<file path="config.mk">
export PLATFORM = sky130hd
export DESIGN_NAME = pipe_hazard_ctrl
export DESIGN_NICKNAME = d
export VERILOG_FILES = /design/src/rtl/pipe_hazard_ctrl.sv
export SDC_FILE = /design/constraint.sdc
export NUM_CORES = 1
export LEC_CHECK = 0
export CAP_MARGIN = 20
export CORE_ASPECT_RATIO = 1.2
export CORE_MARGIN = 10
export CORE_UTILIZATION = 35
export CTS_CLUSTER_DIAMETER = 150
export DETAILED_ROUTE_END_ITERATION = 10
export HOLD_SLACK_MARGIN = 0.05
export SLEW_MARGIN = 20
export SYNTH_ARGS = -nofsm -noshare
export SYNTH_HDL_FRONTEND = slang
export SYNTH_SLANG_ARGS = --single-unit
</file>
<file path="constraint.sdc">
create_clock -name clk -period 3.1 [get_ports clk]
set_clock_uncertainty 0.15 [all_clocks]
set_input_delay 0.62 -clock clk [delete_from_list [all_inputs] [get_ports clk]]
set_output_delay 0.62 -clock clk [all_outputs]
set_load 0.05 [all_outputs]
</file>
<file path="src/rtl/pipe_hazard_ctrl.sv">
// Purpose : stall/flush controller for the 5-stage pipeline (load-use, MDU, dmem wait, branch squash).
// Latency : handshake outputs are combinational from state+inputs; state/counters update on clk.
// Backpr. : stages are held via *_ready_go=0; the MEM stall backpressures every state.
//
// Ports:
//   clk, rst                    rising-edge clock, async active-high reset
//   id_* / ex_* / mem_*         per-stage occupancy and hazard information
//   stall_clr                   synchronous clear of stall_cnt
//   *_ready_go, *_clear         per-stage-register handshake controls
//   pc_redirect, mdu_start      branch-target select, one-cycle MDU issue pulse
//   state, stall_cnt            FSM state (0 RUN, 1 MDU_WAIT, 2 FLUSH), saturating stall count
module pipe_hazard_ctrl #(
  parameter int REG_AW  = 5,
  parameter int MDU_LAT = 8,
  parameter int CNT_W   = 16
) (
  input  logic              clk,
  input  logic              rst,
  input  logic              id_valid,
  input  logic [REG_AW-1:0] id_rs1,
  input  logic [REG_AW-1:0] id_rs2,
  input  logic              id_use_rs1,
  input  logic              id_use_rs2,
  input  logic              ex_valid,
  input  logic              ex_is_load,
  input  logic              ex_wen,
  input  logic [REG_AW-1:0] ex_rd,
  input  logic              ex_is_mdu,
  input  logic              ex_branch_taken,
  input  logic              mem_valid,
  input  logic              mem_is_mem,
  input  logic              mem_ready,
  input  logic              stall_clr,
  output logic              if_id_ready_go,
  output logic              id_ex_ready_go,
  output logic              ex_mem_ready_go,
  output logic              mem_wb_ready_go,
  output logic              if_id_clear,
  output logic              id_ex_clear,
  output logic              pc_redirect,
  output logic              mdu_start,
  output logic [1:0]        state,
  output logic [CNT_W-1:0]  stall_cnt
);

  localparam logic [1:0] RUN      = 2'd0;
  localparam logic [1:0] MDU_WAIT = 2'd1;
  localparam logic [1:0] FLUSH    = 2'd2;

  logic [7:0] mdu_cnt;
  logic [1:0] state_nxt;
  logic       mem_stall;
  logic       load_use;
  logic       mdu_issue;
  logic       br_fire;
  logic       any_stall;

  assign mem_stall = mem_valid & mem_is_mem & ~mem_ready;

  // ex_rd==0 is the hardwired zero register, so it never creates a dependency.
  assign load_use = id_valid & ex_valid & ex_is_load & ex_wen & (ex_rd != '0) &
                    ((id_use_rs1 & (id_rs1 == ex_rd)) | (id_use_rs2 & (id_rs2 == ex_rd)));

  // MDU issue beats a branch on the same instruction; a branch waits out a MEM stall
  // so the redirect and squash happen on the cycle the pipe can actually move.
  assign mdu_issue = (state == RUN) & ex_valid & ex_is_mdu;
  assign br_fire   = (state == RUN) & ex_valid & ex_branch_taken & ~ex_is_mdu & ~mem_stall;

  assign ex_mem_ready_go = ~mem_stall;
  assign mem_wb_ready_go = 1'b1;

  always_comb begin
    if_id_ready_go = 1'b1;
    id_ex_ready_go = 1'b1;
    if_id_clear    = 1'b0;
    id_ex_clear    = 1'b0;
    pc_redirect    = 1'b0;
    mdu_start      = 1'b0;
    state_nxt      = state;
    case (state)
      RUN: begin
        if (mdu_issue) begin
          mdu_start      = 1'b1;
          id_ex_ready_go = 1'b0;
          if_id_ready_go = ~load_use;
          state_nxt      = MDU_WAIT;
        end else if (br_fire) begin
          // Redirect squashes ID, so a load-use stall there is moot.
          pc_redirect = 1'b1;
          if_id_clear = 1'b1;
          id_ex_clear = 1'b1;
          state_nxt   = FLUSH;
        end else begin
          if_id_ready_go = ~load_use;
        end
      end
      MDU_WAIT: begin
        if_id_ready_go = ~load_use;
        id_ex_ready_go = (mdu_cnt <= 8'd1);
        if ((mdu_cnt <= 8'd1) && !mem_stall) state_nxt = RUN;
      end
      FLUSH: begin
        // ID/EX hold zeroed payloads: their hazard flags are meaningless here.
        state_nxt = RUN;
      end
      default: state_nxt = RUN;
    endcase
  end

  assign any_stall = ~if_id_ready_go | ~id_ex_ready_go | ~ex_mem_ready_go;

  always_ff @(posedge clk or posedge rst) begin
    if (rst) begin
      state     <= RUN;
      mdu_cnt   <= '0;
      stall_cnt <= '0;
    end else begin
      state <= state_nxt;
      if (mdu_issue)
        mdu_cnt <= 8'(MDU_LAT);
      else if ((state == MDU_WAIT) && (mdu_cnt > 8'd1))
        mdu_cnt <= mdu_cnt - 8'd1;
      if (stall_clr)
        stall_cnt <= '0;
      else if (any_stall && (stall_cnt != {CNT_W{1'b1}}))
        stall_cnt <= stall_cnt + 1'b1;
    end
  end

endmodule

</file>
### Yosys cells after proc, flatten, opt, wreduce, memory -nomap -nowiden

Cells that the tools add are included.

| operators by class | value |
|---|---|
| add/subtract/negate cells | 2 |
| $lt $le $gt $ge | 2 |
| equality and inequality tests | 6 |
| muxes and demuxes | 18 |
| bitwise operators | 23 |
| reductions and logical operators | 9 |

Operators with widths:

| operator | count |
|---|---|
| two-way mux 16 bit | 2 |
| adder 16 x 1 -> 16 bit, second input constant | 1 |
| two-way mux 8 bit | 2 |
| != test 16 bit, second input constant | 1 |
| bitwise AND 1 bit | 14 |
| == test 5 bit | 2 |
| greater-than comparator 8 x 1 -> 1 bit, second input constant | 1 |
| less-or-equal comparator 8 x 1 -> 1 bit, second input constant | 1 |
| two-way mux 1 bit | 8 |
| subtractor 8 x 1 -> 8 bit, second input constant | 1 |
| two-way mux 2 bit | 3 |
| inverter 1 bit | 6 |
| nonzero test 5 bit | 1 |
| one-hot mux 1 bit (2 select lines) | 2 |
| one-hot mux 2 bit (2 select lines) | 1 |
| nonzero test 2 bit | 2 |
| logical AND 1 bit | 3 |
| != test 3 bit, second input constant | 1 |
| bitwise OR 1 bit | 3 |
| == test 2 x 1 -> 1 bit, second input constant | 1 |
| logical NOT 2 bit | 1 |
| != test 2 bit, second input constant | 1 |
| AND reduction 2 bit | 1 |
| logical NOT 1 bit | 1 |

| storage, ports and cells | value |
|---|---|
| bits in registers | 26 |
| word-level logic and storage cells | 63 |

### Logic depth before layout (Yosys ltp)

| logic depth | value |
|---|---|
| depth after elaboration | 15 |
| gate-level depth with buffers | 10 |

### Least setup slack after synthesis

No wires, ideal clock.

| path | value |
|---|---|
| path kind | input -> output |
| from | in mem_ready |
| to | out if_id_ready_go |
| arrival time | 2325 ps |
| setup slack | 5 ps |
| cell stages on the path | 4 |
| path through | nand3b_1 > and4b_1 > nor2_1 > nand2_1 |

| on the way | value |
|---|---|
| word-level cells in the longest chain between the ends | 7 |

RTL lines:

| item | line | source |
|---|---|---|
| start, declared | 32 | `input logic mem_ready,` |
| inverter 1 bit | 58 | `assign mem_stall = mem_valid & mem_is_mem & ~mem_ready;` |
| bitwise AND 1 bit | 58 |  |
| inverter 1 bit | 67 | `assign br_fire = (state == RUN) & ex_valid & ex_branch_taken & ~ex_is_mdu & ~mem_stall;` |
| bitwise AND 1 bit | 67 |  |
| two-way mux 1 bit | 87 | `end else if (br_fire) begin` |
| two-way mux 1 bit | 82 | `if (mdu_issue) begin` |
| one-hot mux 1 bit (2 select lines) | 80 | `case (state)` |
| end, declared | 34 | `output logic if_id_ready_go,` |

No other way between the ends.

### Final worst setup path

| path | value |
|---|---|
| from | in ex_rd[1] |
| to | out if_id_ready_go |

| on the way | value |
|---|---|
| word-level cells in the longest chain between the ends | 8 |

RTL lines:

| item | line | source |
|---|---|---|
| start, declared | 27 | `input logic [REG_AW-1:0] ex_rd,` |
| == test 5 bit | 62 | `((id_use_rs1 & (id_rs1 == ex_rd)) \| (id_use_rs2 & (id_rs2 == ex_rd)));` |
| bitwise AND 1 bit | 62 |  |
| bitwise OR 1 bit | 62 |  |
| bitwise AND 1 bit * | 61 | `assign load_use = id_valid & ex_valid & ex_is_load & ex_wen & (ex_rd != '0) &` |
| inverter 1 bit * | 85, 94, 98 |  |
| two-way mux 1 bit | 87 |  |
| two-way mux 1 bit | 82 |  |
| one-hot mux 1 bit (2 select lines) * | 80 |  |

Mark *: on every way between the ends. The rest lies on a longest branch, timed or not.

==> summary.txt <==
Detailed routing
  • Post-Route WL: between 3 and 4 mm
  • Met3 WL: approximately 320 um
  • Max Used Layer: met4
  • Vias: approximately 1400
  • Residual DRC: 0
  • Met2 wire length: around 2.1 mm
  • Starting DRT DRC Count: 72
  • DRT antenna net count: 0
  • DRT met1 WL: 1.52 mm
  • Vias per cell: 4.86
  • Drt pass-1 iters: 4
  • DR WL/cell: roughly 14 um

Clock network
  • CTS H-tree depth: 1
  • Clk sinks: 26
  • Hold buffers post-CTS: 0
  • Resized Gates After CTS: 0
  • Clock slew at reported path FFs: 0.09 ns
  • Worst skew pair latency: approximately 0.27 ns
  • TritonCTS clock tree: yes
  • Longest Clk Path Bufs: 2
  • Num CTS Buffers: 3
  • CTS root buffer: clkbuf_8
  • Setup Buffers After CTS: 0

Timing
  • Fin. max-slew vios: 0
  • Setup TNS: 0 ns
  • Min Hold Slack: 0.361 ns
  • Peak Freq: 0.341 GHz
  • Final Hold Fails: 0
  • Max-slew headroom: 65.9%
  • Worst slew pin tran: 0.510 ns
  • Unrepaired setup endpoints after global routing: no
  • Final period util: roughly 95%
  • Final setup viols: 0
  • Fin crit period: 2.94 ns

Pwr
  • Power Total: roughly 1.3 mW
  • Pleak: around 0.92 nW
  • Max VDD drop: 0.569 mV
  • Cell Pwr Density: 584 nW/um2

Place
  • Dpl cells: 285
  • Routability congestion estimate: 0.733
  • Number of I/O port buffers: 53
  • Dpl hpwl: ~3.3 mm

Setup path
  • Reg2reg end: stall_cnt[14]
  • FF-to-FF setup slack: between 0.5 and 0.6 ns
  • Setup crit end kind: primary output
  • WP data arrival: 2.17 ns
  • Crit start category: primary input
  • Reg2reg start: mdu_cnt[2]
  • Crit path kind: in2out
  • Worst-path maximum fanout: 3
  • Crit path from: ex_rd[1]
  • CP required: 2.33 ns
  • R2R cell count: 8

Synthesis
  • Yosys reg bits: 26
  • Post-Synth XOR/XNOR Area: 14.6%
  • Largest family of logic cells by synthesized area: simple AND/OR/NAND/NOR gates
  • Syn. warnings: 0
  • Post-synthesis adder-cell area fraction: under 10%
  • Post-synth top area cell: dfrtp_1
  • Mapped cell area: between 1500 and 2000 um2
  • Largest cells by area after synthesis: dfrtp_1 (42%), xnor2_1 (14%), nor2_1 (5.8%), nand3_1 (4.5%), nor3_1 (3.8%)
  • Avg Cell Area, Syn: a little under 9 um2
  • Top_reg_cell synth: dfrtp_1
  • Simple-gate share of the synthesized area: 28.1%
  • Mux cell area share after synthesis: less than 1%
  • Register area share after synthesis: 41.6%
  • Syn_nets: 207
  • Number of flops mapped to enable cells by yosys: 0
  • Post-synthesis async set-or-reset flop share: 100%
  • Post-synthesis instance total: 175
  • Synth Area in Compound Gates: between 7 and 8%
  • Share of the synthesized area in the top cell type: 41.6%
  • Yosys cell types: 33

Die
  • Die X: 81 um
  • Die Span Y: 93.2 um
  • Io pins: 55
  • Row count: 26
  • Die area: 7550 um2
  • Starting Density: 36.4%
  • Core area: about 4300 um2

Global route
  • First-pass GRT wire length: 6.58 mm
  • Initial antenna violation count: 0
  • Largest net degree at the start of global routing: 27
  • Total grt overflow: 0
  • GRT Util Overall: between 10% and 20%
  • Vias in the first global route: 1429

Hold path
  • Hold depth: 2
  • Worst min path class: reg2reg
  • Hold_sp: mdu_cnt[1]
  • Hold Path End: mdu_cnt[1]

Status
  • Status: finished clean

Final layout
  • Most frequent cells in the layout: clkdlybuf4s50_1 (46), dfrtp_1 (26), xnor2_1 (25)
  • Antenna Cells: 0
  • Core Util, Final: 53.5%
  • P&R area growth vs syn: 47.1%
  • Commonest non-fill, non-tap cell in the layout: clkdlybuf4s50_1
  • Fillers: 429
  • # nets final: ~270
  • Layout cells sized above 1: 9.87%
  • Fin cells: 289

Run
  • Max_cap viols: 0
==> worst max-delay path by stage <==
stage | to | slack [ns] | cells after the start
6_report | if_id_ready_go | 0.16 | 6
5_1_grt | id_ex_ready_go | 0.06 | 5
4_1_cts | if_id_ready_go | 0.15 | 6
3_5_place_dp | if_id_ready_go | 0.16 | 6
3_3_place_gp | if_id_ready_go | 0.18 | 6
2_1_floorplan | if_id_ready_go | 0.005 | 4
==> synthesized netlist by cell type, types with 2 or more instances <==
library cell and number:
clkbuf_1 3, nor3b_1 2, nor4_1 3, a21o_1 3
nand2_1 11, xnor2_1 25, and4b_1 3, dfrtp_1 26
ha_1 3, nor3_1 12, nand3_1 14, inv_1 7
and2_1 2, and3_1 2, nand4_1 6, buf_4 4
o21ai_0 5, a21oi_1 4, nor2_1 24, nor2b_1 2
or3_1 2
==> critical path: stages <==
cell	delay, ns
clkdlybuf4s50_1	0.46
or4_1	0.55
o211ai_1	0.18
nor2_1	0.08
nand2_1	0.12
buf_12	0.15
==> per-layer routing <==
| metal | GRT usage, % | up-vias |
|---|---|---|
| li1 | - | 712 |
| met4 | 2.17 | 0 |
| met5 | 0 | - |
| met1 | 11.6 | 660 |
| met3 | 3.93 | 2 |
| met2 | 18.9 | 30 |
==> through the flow <==
stage,instance area [um2],setup slack (ns)
floorplan,1560,0.00454
global placement,2240,0.182
detailed placement,2240,0.161
CTS,2300,0.145
global route,2300,0.0585
finish,2300,0.164
==> flip-flops by register name (all words and copies together) (netlist names) <==
register,count
mdu_cnt,8
stall_cnt,16
state,2
==> logic make-up after synthesis <==
family                   count (synthesis)
AND/OR/NAND/NOR                         86
XOR/XNOR                                26
flip-flops                              26
AO/OA/AOI/OAI                           16
buffers and inverters                   16
adder cells (fa/ha/maj)                  3
other                                    1
multiplexers                             1
==> power breakdown <==
part	switching, mW	internal, mW	total [mW]
logic	0.364	0.277	0.641
registers	0.0754	0.409	0.484
clock network	0.104	0.113	0.217
total	0.543	0.800	1.34
==> cell type report <==
class | count | area [um2] | area share [%]
multi-input combinational | 133 | 837 | 36.4
tap | 56 | 70.1 | 3.05
timing repair buffer | 62 | 656 | 28.5
inverter | 8 | 30.0 | 1.31
clock buffer | 4 | 55.1 | 2.40
sequential | 26 | 651 | 28.3
Power figures use the tool's default switching activity.
